===== config.mk =====
export PLATFORM = sky130hd
export DESIGN_NAME = regwrite_arbiter
export DESIGN_NICKNAME = d
export VERILOG_FILES = /design/src/rtl/regwrite_pkg.sv /design/src/rtl/wb_fifo.sv /design/src/rtl/regwrite_arbiter.sv
export SDC_FILE = /design/constraint.sdc
export NUM_CORES = 1
export LEC_CHECK = 0
export BUFFER_PORTS_ARGS = -buffer_cell sky130_fd_sc_hd__buf_4
export CAP_MARGIN = 15
export CORE_MARGIN = 5
export CORE_UTILIZATION = 47
export CTS_CLUSTER_SIZE = 25
export DETAILED_ROUTE_END_ITERATION = 12
export GPL_TIMING_DRIVEN = 0
export PLACE_DENSITY = 0.77
export REMOVE_ABC_BUFFERS = 1
export SYNTH_ARGS = -nofsm -noshare
export SYNTH_HDL_FRONTEND = slang
export SYNTH_SLANG_ARGS = --single-unit

===== constraint.sdc =====
create_clock -name clk_i -period 3.3 [get_ports clk_i]
set_clock_uncertainty 0.15 [all_clocks]
set_input_delay 0.99 -clock clk_i [delete_from_list [all_inputs] [get_ports clk_i]]
set_output_delay 0.99 -clock clk_i [all_outputs]
set_load 0.01 [all_outputs]

===== src/rtl/regwrite_pkg.sv =====
`default_nettype none
// ============================================================================
// Module      : regwrite_pkg
// Description : Shared sizes and the write-request record used by the
//               register-file write-port arbiter and its result FIFO.
// Contents    : NREG, REG_AW, DATA_W, wb_req_t {wa, wd}
// Revision    : 1.0 - initial release
// ============================================================================
package regwrite_pkg;

  localparam int NREG   = 32;
  localparam int REG_AW = 5;
  localparam int DATA_W = 32;

  typedef struct packed {
    logic [REG_AW-1:0] wa;
    logic [DATA_W-1:0] wd;
  } wb_req_t;

endpackage : regwrite_pkg
`default_nettype wire


===== src/rtl/wb_fifo.sv =====
`default_nettype none
// ============================================================================
// Module      : wb_fifo
// Description : DEPTH-entry synchronous FIFO of wb_req_t holding completed
//               mult/div results until the write port is free.
// Ports       : clk_i, rst_n_i (sync, active-low)
//               push_i/push_data_i  - enqueue at tail (ignored when full)
//               pop_i               - dequeue head (ignored when empty)
//               head_o              - current head entry
//               full_o, empty_o     - occupancy flags
// Revision    : 1.0 - initial release
// ============================================================================
module wb_fifo
  import regwrite_pkg::*;
#(
  parameter int DEPTH = 2
) (
  input  logic    clk_i,
  input  logic    rst_n_i,
  input  logic    push_i,
  input  wb_req_t push_data_i,
  input  logic    pop_i,
  output wb_req_t head_o,
  output logic    full_o,
  output logic    empty_o
);

  localparam int c_AW = $clog2(DEPTH);
  localparam int c_CW = c_AW + 1;

  wb_req_t           mem_q [DEPTH];
  logic [c_AW-1:0]   wr_ptr_q;
  logic [c_AW-1:0]   rd_ptr_q;
  // One extra bit so a full FIFO is distinguishable from an empty one
  // when both pointers coincide.
  logic [c_CW-1:0]   count_q;

  logic w_push;
  logic w_pop;

  assign w_push  = push_i && !full_o;
  assign w_pop   = pop_i && !empty_o;
  assign full_o  = (count_q == c_CW'(DEPTH));
  assign empty_o = (count_q == '0);
  assign head_o  = mem_q[rd_ptr_q];

  // Storage needs no reset: an entry is only visible once count covers it.
  always_ff @(posedge clk_i) begin
    if (w_push) begin
      mem_q[wr_ptr_q] <= push_data_i;
    end
  end

  // Pointers wrap naturally because DEPTH is a power of two.
  always_ff @(posedge clk_i) begin
    if (!rst_n_i) begin
      wr_ptr_q <= '0;
      rd_ptr_q <= '0;
      count_q  <= '0;
    end else begin
      if (w_push) wr_ptr_q <= wr_ptr_q + 1'b1;
      if (w_pop)  rd_ptr_q <= rd_ptr_q + 1'b1;
      case ({w_push, w_pop})
        2'b10:   count_q <= count_q + 1'b1;
        2'b01:   count_q <= count_q - 1'b1;
        default: count_q <= count_q;
      endcase
    end
  end

endmodule : wb_fifo
`default_nettype wire


===== src/rtl/regwrite_arbiter.sv =====
`default_nettype none
// ============================================================================
// Module      : regwrite_arbiter
// Description : Shares the register-file write port between the pipeline
//               writeback stage (priority) and buffered mult/div results,
//               and tracks registers with mult/div results still in flight.
// Ports       : clk_i, rst_n_i (sync, active-low), halt_i (freeze)
//               pipe_we_i/pipe_wa_i/pipe_wd_i    - pipeline writeback
//               md_issue_i/md_issue_wa_i         - mult/div issue (sets pending)
//               md_valid_i/md_ready_o/md_wa_i/md_wd_i - mult/div result
//               chk_ra1_i/chk_ra2_i/chk_wa_i     - decode hazard probe
//               stall_o                           - decode hazard
//               rf_we_o/rf_wa_o/rf_wd_o          - register-file write port
//               pending_o                         - scoreboard, bit 0 always 0
// Revision    : 1.0 - initial release
// ============================================================================
module regwrite_arbiter
  import regwrite_pkg::*;
#(
  parameter int DEPTH = 2
) (
  input  logic              clk_i,
  input  logic              rst_n_i,
  input  logic              halt_i,
  input  logic              pipe_we_i,
  input  logic [REG_AW-1:0] pipe_wa_i,
  input  logic [DATA_W-1:0] pipe_wd_i,
  input  logic              md_issue_i,
  input  logic [REG_AW-1:0] md_issue_wa_i,
  input  logic              md_valid_i,
  output logic              md_ready_o,
  input  logic [REG_AW-1:0] md_wa_i,
  input  logic [DATA_W-1:0] md_wd_i,
  input  logic [REG_AW-1:0] chk_ra1_i,
  input  logic [REG_AW-1:0] chk_ra2_i,
  input  logic [REG_AW-1:0] chk_wa_i,
  output logic              stall_o,
  output logic              rf_we_o,
  output logic [REG_AW-1:0] rf_wa_o,
  output logic [DATA_W-1:0] rf_wd_o,
  output logic [NREG-1:0]   pending_o
);

  logic [NREG-1:0] pending_q;
  logic [NREG-1:0] pending_d;

  wb_req_t w_push_data;
  wb_req_t w_head;
  logic    w_full;
  logic    w_empty;
  logic    w_active;
  logic    w_pipe_win;
  logic    w_push;
  logic    w_pop;

  assign w_push_data = '{wa: md_wa_i, wd: md_wd_i};

  wb_fifo #(
    .DEPTH (DEPTH)
  ) u_fifo (
    .clk_i       (clk_i),
    .rst_n_i     (rst_n_i),
    .push_i      (w_push),
    .push_data_i (w_push_data),
    .pop_i       (w_pop),
    .head_o      (w_head),
    .full_o      (w_full),
    .empty_o     (w_empty)
  );

  // Nothing moves while halted or held in reset.
  assign w_active   = rst_n_i && !halt_i;
  // A pipeline write to r0 is a no-op and leaves the port free for the FIFO.
  assign w_pipe_win = pipe_we_i && (pipe_wa_i != '0);

  assign md_ready_o = w_active && !w_full;
  assign w_push     = md_valid_i && md_ready_o;
  assign w_pop      = w_active && !w_empty && !w_pipe_win;

  // A popped r0 result is discarded rather than written.
  assign rf_we_o = w_active && (w_pipe_win || (w_pop && (w_head.wa != '0)));
  assign rf_wa_o = w_pipe_win ? pipe_wa_i : w_head.wa;
  assign rf_wd_o = w_pipe_win ? pipe_wd_i : w_head.wd;

  // Set is applied after clear so a re-issue to a register retiring in the
  // same cycle keeps it pending.
  always_comb begin
    pending_d = pending_q;
    if (w_active) begin
      if (w_pop) begin
        pending_d[w_head.wa] = 1'b0;
      end
      if (md_issue_i && (md_issue_wa_i != '0)) begin
        pending_d[md_issue_wa_i] = 1'b1;
      end
    end
    pending_d[0] = 1'b0;
  end

  always_ff @(posedge clk_i) begin
    if (!rst_n_i) begin
      pending_q <= '0;
    end else begin
      pending_q <= pending_d;
    end
  end

  assign pending_o = pending_q;
  assign stall_o   = pending_q[chk_ra1_i] | pending_q[chk_ra2_i] | pending_q[chk_wa_i];

endmodule : regwrite_arbiter
`default_nettype wire


==> impl_metrics.tcl, run 1 <==
set metrics [dict create \
    status "finished, violations left" \
    violations "negative setup slack" \
    drt-total-wl_um 15760 \
    synth_cell_types 48 \
    cp.required_ns 2.16 \
    startpoint_type "input port" \
    first_pass_iters 5 \
    core_area_mm2 0.01152 \
    dr_total_vias 4540 \
    synthTopCellsByArea "edfxtp_1, dfxtp_1, mux2i_1, mux4_2, a21boi_0" \
    powerDensity_mw_per_mm2 411.0 \
    cts_max_level 3 \
    grt_max_degree 39 \
    endpoint_kind "output port" \
    clock_latency_ns 0.34 \
    drc_errors 0 \
    min_period_ns 3.600 \
    seq_area_frac_synth_pct 53.02 \
    synthArstFlopShare_pct 0 \
    wire_per_inst_um 19.80 \
    synth_flop_cell "edfxtp_1" \
    fmaxAchievable_mhz 277.8 \
    antennaDiodeCount 0 \
    min_path_type "flip-flop to flip-flop" \
    rsz0062_at_grt "yes" \
    crit_type "input port to output port" \
    maxSlewViolCount 0 \
    yosys.area.top_type "edfxtp_1" \
    start_util_pct 48.20 \
    hold_viol 0 \
    syn_avg_cell_area_um2 11.61 \
    setup_tns_ns -9.888 \
    io_pins 172 \
    setup_ws_ns -0.3000 \
    finalNetCount 749 \
    max_slew_margin_pct 37.97 \
    synth_seq_cells 110 \
    worst_pin_slew_ns 0.9305 \
    syn_to_final_growth_pct 37.62 \
    synth_top_area_share_pct 40.04 \
    synth_cells 478 \
    gr-total-overflow 0 \
    grtUsageTotal_pct 22.04 \
    postRouteAntennaNets 0 \
    cts_sinks 110 \
    cts_tree "yes" \
    numCtsBuffers 9 \
    die_width_um 118.7 \
    p_leak_nw 2.818 \
    drt_iter0_markers 429 \
    clock_path_buffers 2 \
    fill_cells 863 \
    synth-edff-count 74 \
    drv_cap 0 \
    port_buffers 170 \
    setup_viol 39 \
    num_rows 39 \
    antenna_found_initial 0 \
    syn_area_mm2 0.005550 \
    first_global_vias 4786 \
    total_power_mw 3.139 \
    yosys_warnings 0 \
    gp_congestion 0.9112 \
    clkTransAtPathRegs_ns 0.07 \
    dp_hpwl_um 11160 \
    min_period_over_period_pct 109.1 \
    post-place-ws_ns -0.7911 \
    dieArea_mm2 0.01408 \
    die_height_um 118.7 \
    drive_gt1_share_pct 39.05 \
    viasPerCell 5.704 \
    arrival_ns 2.46 \
    crit_fanout 13 \
    hold_buffers 0 \
    grt_pass1_wl_um 24640 \
    cts_root_buf "clkbuf_16" \
    ir_drop_uv 395.0 \
]
==> final timing paths <==
path | end | cells past startpoint | startpoint | slack (ns)
hold reg to reg | pending_o[8] | 2 | pending_o[8] | 0.39
setup / recovery | rf_wd_o[11] | 8 | pipe_wa_i[4] | -0.30
hold / removal | pending_o[8] | 2 | pending_o[8] | 0.39
setup reg to reg | pending_o[25] | 5 | flip-flop | 1.03
==> power by group <==
group	switching [mW]	leakage (nW)	total [mW]	internal (mW)
combinational	0.195	1.70	0.421	0.225
clock	0.470	0.160	1.21	0.745
sequential	0.0122	0.963	1.50	1.49
==> registers in the layout, indices dropped and copies added, names as in the netlist, named ones only <==
name and flops:
u_fifo.wr_ptr_q 1, u_fifo.count_q 2, pending_o 31, u_fifo.mem_q 74
u_fifo.rd_ptr_q 1
==> metal layers <==
metal | vias up | wire (µm) | share of wire [%] | GRT usage (%)
met1 | 2177 | 6222 | 39 | 26.55
met2 | 213 | 7824 | 50 | 38.37
met4 | 0 | 187 | 1.2 | 5.720
li1 | 2136 | - | - | -
met3 | 14 | 1528 | 9.7 | 6.972
met5 | - | 0 | 0 | 0
==> Yosys cell counts, types with 4 or more instances <==
cell type and count:
mux2i_1 45, nor2_1 44, nand2_1 43, nor2b_1 5
and2_1 6, inv_1 5, dfxtp_1 36, a21oi_1 42
edfxtp_1 74, nand3_1 8, mux4_1 4, nor3b_1 7
buf_4 6, mux2_2 4, o21ai_0 34, clkbuf_1 8
nand2b_1 5, buf_2 13, mux4_2 16, a21boi_0 32
o32ai_1 4
==> stage by stage <==
| stage | hold slack [ns] | utilization, % | instances | area, µm² |
|---|---|---|---|---|
| final | 0.3910 | 66.33 | 796 | 7639 |
| after global routing | 0.4126 | 66.33 | 796 | 7639 |
| after CTS | 0.3870 | 66.21 | 797 | 7625 |
| after detailed placement | 0.3737 | 60.13 | 766 | 6924 |
| after global placement | 0.3431 | 59.52 | 763 | 6854 |
| after floorplan | 0.3278 | - | 450 | 5399 |
==> placed cells by master, fill, tap and decap left out, types with 18 or more instances in the layout <==
master,Yosys,routed
a21boi_0,32,32
a21oi_1,42,33
buf_4,6,167
dfxtp_1,36,35
edfxtp_1,74,74
mux2i_1,45,43
mux4_2,16,18
nand2_1,43,43
nor2_1,44,31
o21ai_0,34,32
==> kinds of logic (layout without fill, tap and decap cells) <==
| family | count (synthesis) | in the layout | share of synthesized area [%] |
|---|---|---|---|
| flops | 110 | 110 | 53.02 |
| simple gates | 136 | 136 | 11.97 |
| mux | 69 | 69 | 17.31 |
| compound gates | 125 | 126 | 13.86 |
| buf+inv | 33 | 207 | 3.066 |
| other cells | 1 | 1 | 0.06756 |
| xor+xnor | 3 | 3 | 0.4735 |
| fa+ha+maj | 1 | 1 | 0.2254 |
==> layout make-up <==
cell class | count | area, µm² | area share, %
clock inverter | 5 | 106.4 | 1.392
clock buffer | 11 | 232.7 | 3.047
timing repair buffer | 186 | 1578 | 20.66
tap | 143 | 178.9 | 2.342
inverter | 5 | 18.77 | 0.2457
multi-input combinational | 336 | 2580 | 33.78
sequential | 110 | 2944 | 38.54
==> critical path, cell delays in order <==
cell and delay, ns:
buf_8 0.10, or4_4 0.55, o21ai_4 0.16, buf_12 0.16
buf_12 0.15, nor2_1 0.06, a21oi_1 0.14, buf_4 0.14
==> timing repair <==
action,CTS,global route
gates resized for setup,54,11
gates cloned,3,0
endpoints found under the setup margin,39,39
pin swaps,7,6
buffers inserted,12,0
Note: power is estimated with default switching activity, not from simulation.
==> run 2, diff against run 1 <==
ABC_AREA = 1   (was not set)
==> impl_metrics.tcl, run 2 <==
set metrics [dict create \
    status "finished clean" \
    cts_root_buf "clkbuf_16" \
    finalNetCount 969 \
    numCtsBuffers 9 \
    first_pass_iters 5 \
    path_buf_inv 4 \
    maxSlewViolCount 0 \
    powerDensity_mw_per_mm2 393.1 \
    fill_cells 1009 \
    multi_input_area_mm2 0.002462 \
    viasPerCell 5.321 \
    core_area_mm2 0.01201 \
    worst_pin_slew_ns 0.5192 \
    yosys.area.top_type "edfxtp_1" \
    gp_congestion 0.9122 \
    clkTransAtPathRegs_ns 0.08 \
    drive_gt1_share_pct 26.46 \
    min_path_type "flip-flop to flip-flop" \
    antenna_found_initial 0 \
    num_rows 40 \
    postRouteAntennaNets 0 \
    cp-startpoint "pipe_wa_i[3]" \
    die_width_um 120.6 \
    io_pins 172 \
    total_power_mw 3.073 \
    clock_latency_ns 0.34 \
    fin_area_mm2 0.007818 \
    hold_ws_ns 0.3035 \
    final_util_pct 65.08 \
    synthTopCellsByArea "edfxtp_1, dfxtp_1, nand2_1, nand3_1, a21oi_1" \
    yosysMostFrequentCell "nand2_1" \
    clock_path_buffers 2 \
    r2r_cells 7 \
    dr_total_vias 5427 \
    crit_type "input port to output port" \
    hold_buffers 0 \
    yosys_warnings 0 \
    ff2ff_setup_slack_ns 1.30 \
    regArea_mm2 0.002947 \
    setup_ws_ns 0.03447 \
    synth_flop_cell "edfxtp_1" \
    gr-total-overflow 0 \
    grtUsageTotal_pct 23.00 \
    slowest_delay_ns 0.21 \
    final_common_cell "nand2_1" \
    reg2reg_to "pending_o[29]" \
    cts_tree "yes" \
    ir_drop_uv 245.5 \
    drv_cap 0 \
    largest_reg_flops 74 \
    cpMostUsedCell "buf_4" \
    rsz0062_at_grt "yes" \
    largest-register "u_fifo.mem_q" \
    startpoint_type "input port" \
    synthArstFlopShare_pct 0 \
    syn_to_final_growth_pct 36.06 \
    synth_top_area_share_pct 38.68 \
    synth-edff-count 74 \
    synthTopCellsByCount "nand2_1, nand3_1, edfxtp_1" \
    crit_fanout 13 \
    min_period_over_period_pct 98.96 \
    drt-total-wl_um 17040 \
    endpoint_kind "output port" \
    hp-start "u_fifo.rd_ptr_q" \
    most-common-layout-cells "nand2_1, buf_4, nand3_1" \
    syn_area_mm2 0.005746 \
    dieArea_mm2 0.01454 \
    dp_hpwl_um 12200 \
    grt_pass1_wl_um 26490 \
    fmaxAchievable_mhz 306.2 \
    drt_iter0_markers 379 \
    synth_seq_cells 110 \
    arrival_ns 2.13 \
    max_slew_margin_pct 65.12 \
    crit_family "buffers and inverters" \
    synth_cells 696 \
    start_util_pct 47.83 \
    drc_errors 0 \
    min_period_ns 3.266 \
    port_buffers 170 \
    grt_max_degree 34 \
    antennaDiodeCount 0 \
    die_height_um 120.6 \
    fin_cells 1020 \
    holdPathStages 1 \
    first_global_vias 5372 \
    synth_cell_types 30 \
    syn_avg_cell_area_um2 8.255 \
    cts_sinks 110 \
    post-place-ws_ns -0.2945 \
    placed_cells 989 \
    wire_per_inst_um 16.70 \
    p_leak_nw 3.171 \
    slowest_stage "nand2_4" \
    setup_tns_ns 0 \
    place_area_mm2 0.007176 \
    cts_max_level 3 \
    cp.required_ns 2.16 \
    hold_viol 0 \
    seq_area_frac_synth_pct 51.22 \
    setup_viol 0 \
    crit_chain "buf_4 -> nor2_2 -> nand4_1 -> nand2_4 -> buf_12 -> clkbuf_16 -> a21oi_1 -> buf_4" \
]
## run 2: cell type report
class	instances	area share (%)
timing repair inverter	2	0.1921
tap	147	2.353
sequential	110	37.69
timing repair buffer	186	20.68
clock buffer	9	2.881
multi-input combinational	489	31.50
clock inverter	7	1.120
inverter	70	3.585
## run 2: kinds of logic (layout without fill, tap and decap cells)
group	count (synthesis)	after routing	share of synthesized area (%)
and+or+nand+nor	349	350	26.11
DFF	110	110	51.22
AOI/OAI and AO/OA	105	105	9.865
buffers and inverters	98	274	6.947
muxes	32	32	5.575
adders and majority gates	1	1	0.2177
other	1	1	0.06527
## run 2: worst max-delay path by stage
stage | end | slack, ns | cells after the start
after floorplan | u_fifo.mem_q[0][0] | -0.86 | 5
after global placement | u_fifo.mem_q[0][34] | -1.86 | 6
after detailed placement | rf_we_o | -0.29 | 7
after CTS | rf_wa_o[3] | 0.01 | 9
after global routing | rf_wd_o[3] | -0.05 | 8
final | rf_wd_o[16] | 0.03 | 8
## run 2: worst register-to-register path, stage by stage, from the launching register on
cell and delay [ns]:
dfxtp_4 0.37, buf_16 0.17, nand2_1 0.07, o21ai_0 0.17
inv_1 0.20, nand4_1 0.38, o21bai_1 0.27, a21oi_1 0.09
## run 2: per-layer routing
metal,track usage (%),up-vias,part of all wire [%]
met5,0,-,0
met4,7.649,0,2.4
met3,6.548,33,9.4
met2,38.67,256,48
met1,28.53,2470,40
li1,-,2668,-
## run 2: repair_timing
action / 4_1_cts / 5_1_grt
resized for setup: 12 / 22
endpoints found under the setup margin: 30 / 39
pin swaps: 2 / 4
gates cloned: 4 / 4
buffers inserted: 5 / 2
## run 2: where the power goes
part / internal, mW / switching [mW] / leakage, nW
sequential: 1.49 / 0.00854 / 0.963
clock: 0.605 / 0.508 / 0.153
combinational: 0.221 / 0.240 / 2.06
total: 2.32 / 0.756 / 3.17
==> run 3, diff against run 2 <==
ABC_AREA = not set   (was 1)
clock period = 2.97 ns   (was 3.3 ns; I/O delays follow)
==> impl_metrics.tcl, run 3 (synthesis gave the netlist of run 1 again) <==
set metrics [dict create \
    status "finished, violations left" \
    violations "negative setup slack" \
    gr-total-overflow 0 \
    startpoint_type "input port" \
    crit_type "input port to output port" \
    reg2reg_to "pending_o[25]" \
    largest_reg_flops 74 \
    dieArea_mm2 0.01408 \
    drt-total-wl_um 16030 \
    cp-startpoint "pipe_wa_i[4]" \
    drt_iter0_markers 406 \
    port_buffers 170 \
    first_pass_iters 4 \
    most-common-layout-cells "buf_4, edfxtp_1, nand2_1, mux2i_1, dfxtp_1" \
    finalNetCount 751 \
    viasPerCell 5.718 \
    num_rows 39 \
    ff2ff_setup_slack_ns 0.83 \
    final_common_cell "buf_4" \
    antenna_found_initial 0 \
    p_leak_nw 2.839 \
    placed_cells 766 \
    syn_to_final_growth_pct 38.59 \
    hold_viol 0 \
    grtUsageTotal_pct 22.05 \
    postRouteAntennaNets 0 \
    powerDensity_mw_per_mm2 455.5 \
    hold_path_end "u_fifo.rd_ptr_q" \
    dr_wl_met3_um 1586 \
    hold_ws_ns 0.3904 \
    setup_ws_ns -0.4309 \
    min_path_type "flip-flop to flip-flop" \
    setup_viol 40 \
    fmaxAchievable_mhz 294.0 \
    clock_path_buffers 2 \
    dr_total_vias 4563 \
    die_height_um 118.7 \
    numCtsBuffers 9 \
    cts_tree "yes" \
    gp_congestion 0.9112 \
    start_util_pct 48.20 \
    min_period_ns 3.401 \
    min_period_over_period_pct 114.5 \
    grt_pass1_wl_um 24650 \
    wire_per_inst_um 20.09 \
    drv_cap 0 \
    endpoint_kind "output port" \
    drive_gt1_share_pct 39.69 \
    arrival_ns 2.36 \
    setup_tns_ns -15.16 \
    die_width_um 118.7 \
    io_pins 172 \
    r2r_cells 5 \
    cts_root_buf "clkbuf_16" \
    holdPathStages 2 \
    ir_drop_uv 445.1 \
    antennaDiodeCount 0 \
    fin_cells 798 \
    clock_latency_ns 0.34 \
    hp-start "u_fifo.rd_ptr_q" \
    largest-register "u_fifo.mem_q" \
    cts_max_level 3 \
    max_slew_margin_pct 38.36 \
    cts_sinks 110 \
    cp.required_ns 1.93 \
    grt_max_degree 39 \
    worst_pin_slew_ns 0.9246 \
    wl_met2_um 7959 \
    top_layer "met4" \
    rsz0062_at_grt "yes" \
    first_global_vias 4785 \
    core_area_mm2 0.01152 \
    clkTransAtPathRegs_ns 0.07 \
    dp_hpwl_um 11160 \
    drc_errors 0 \
    crit_fanout 13 \
    maxSlewViolCount 0 \
    wl_met1_um 6308 \
]
==> run 3: critical path, cell delays in order <==
cell	delay [ns]
buf_8	0.10
or4_4	0.55
o21ai_4	0.16
buf_12	0.16
buf_12	0.15
nor2_1	0.06
a21oi_1	0.14
buf_4	0.14
==> run 3: worst max path at each step <==
stage | to | slack [ns] | cells past startpoint
after CTS | rf_wd_o[2] | -0.45 | 8
final | rf_wd_o[11] | -0.43 | 8
after floorplan | rf_wa_o[3] | -0.82 | 4
after detailed placement | rf_wd_o[11] | -0.92 | 7
after global placement | u_fifo.mem_q[0][10] | -1.77 | 5
after global routing | rf_wa_o[3] | -0.48 | 8
==> run 3: power breakdown <==
group          internal [mW]  leakage [nW]  switching (mW)
combinational          0.255          1.72           0.220
sequential              1.66         0.963          0.0139
clock                  0.828         0.160           0.531
==> run 3: through the flow <==
stage	power, mW	utilization, %	setup slack (ns)	cell area, µm²
after global placement	2.086	59.52	-1.771	6854
after CTS	3.501	66.23	-0.4530	7627
after floorplan	1.857	-	-0.8248	5399
after detailed placement	2.103	60.13	-0.9231	6924
after global routing	3.610	66.80	-0.4782	7692
final	3.504	66.80	-0.4309	7692
==> run 3: final cells by class <==
type                    instances  area [µm²]
clock inverters                 5       106.4
flip-flops and latches        110        2947
multi-input cells             336        2599
inverters                       5       18.77
fillers                       853        3824
well taps                     143       178.9
repair buffers                188        1610
clock buffers                  11       232.7
==> run 3: repair_timing <==
item                       4_1_cts  5_1_grt
pin swaps                        7        8
cloned                           3        1
gates resized for setup         55       15
setup endpoints to repair       49       41
hold buffers                     0        0
buffers inserted                12        1
==> run 3: metal layers <==
| metal | global-route usage [%] | vias to the layer above |
|---|---|---|
| li1 | - | 2139 |
| met3 | 6.972 | 13 |
| met1 | 26.58 | 2195 |
| met5 | 0 | - |
| met2 | 38.37 | 216 |
| met4 | 5.720 | 0 |
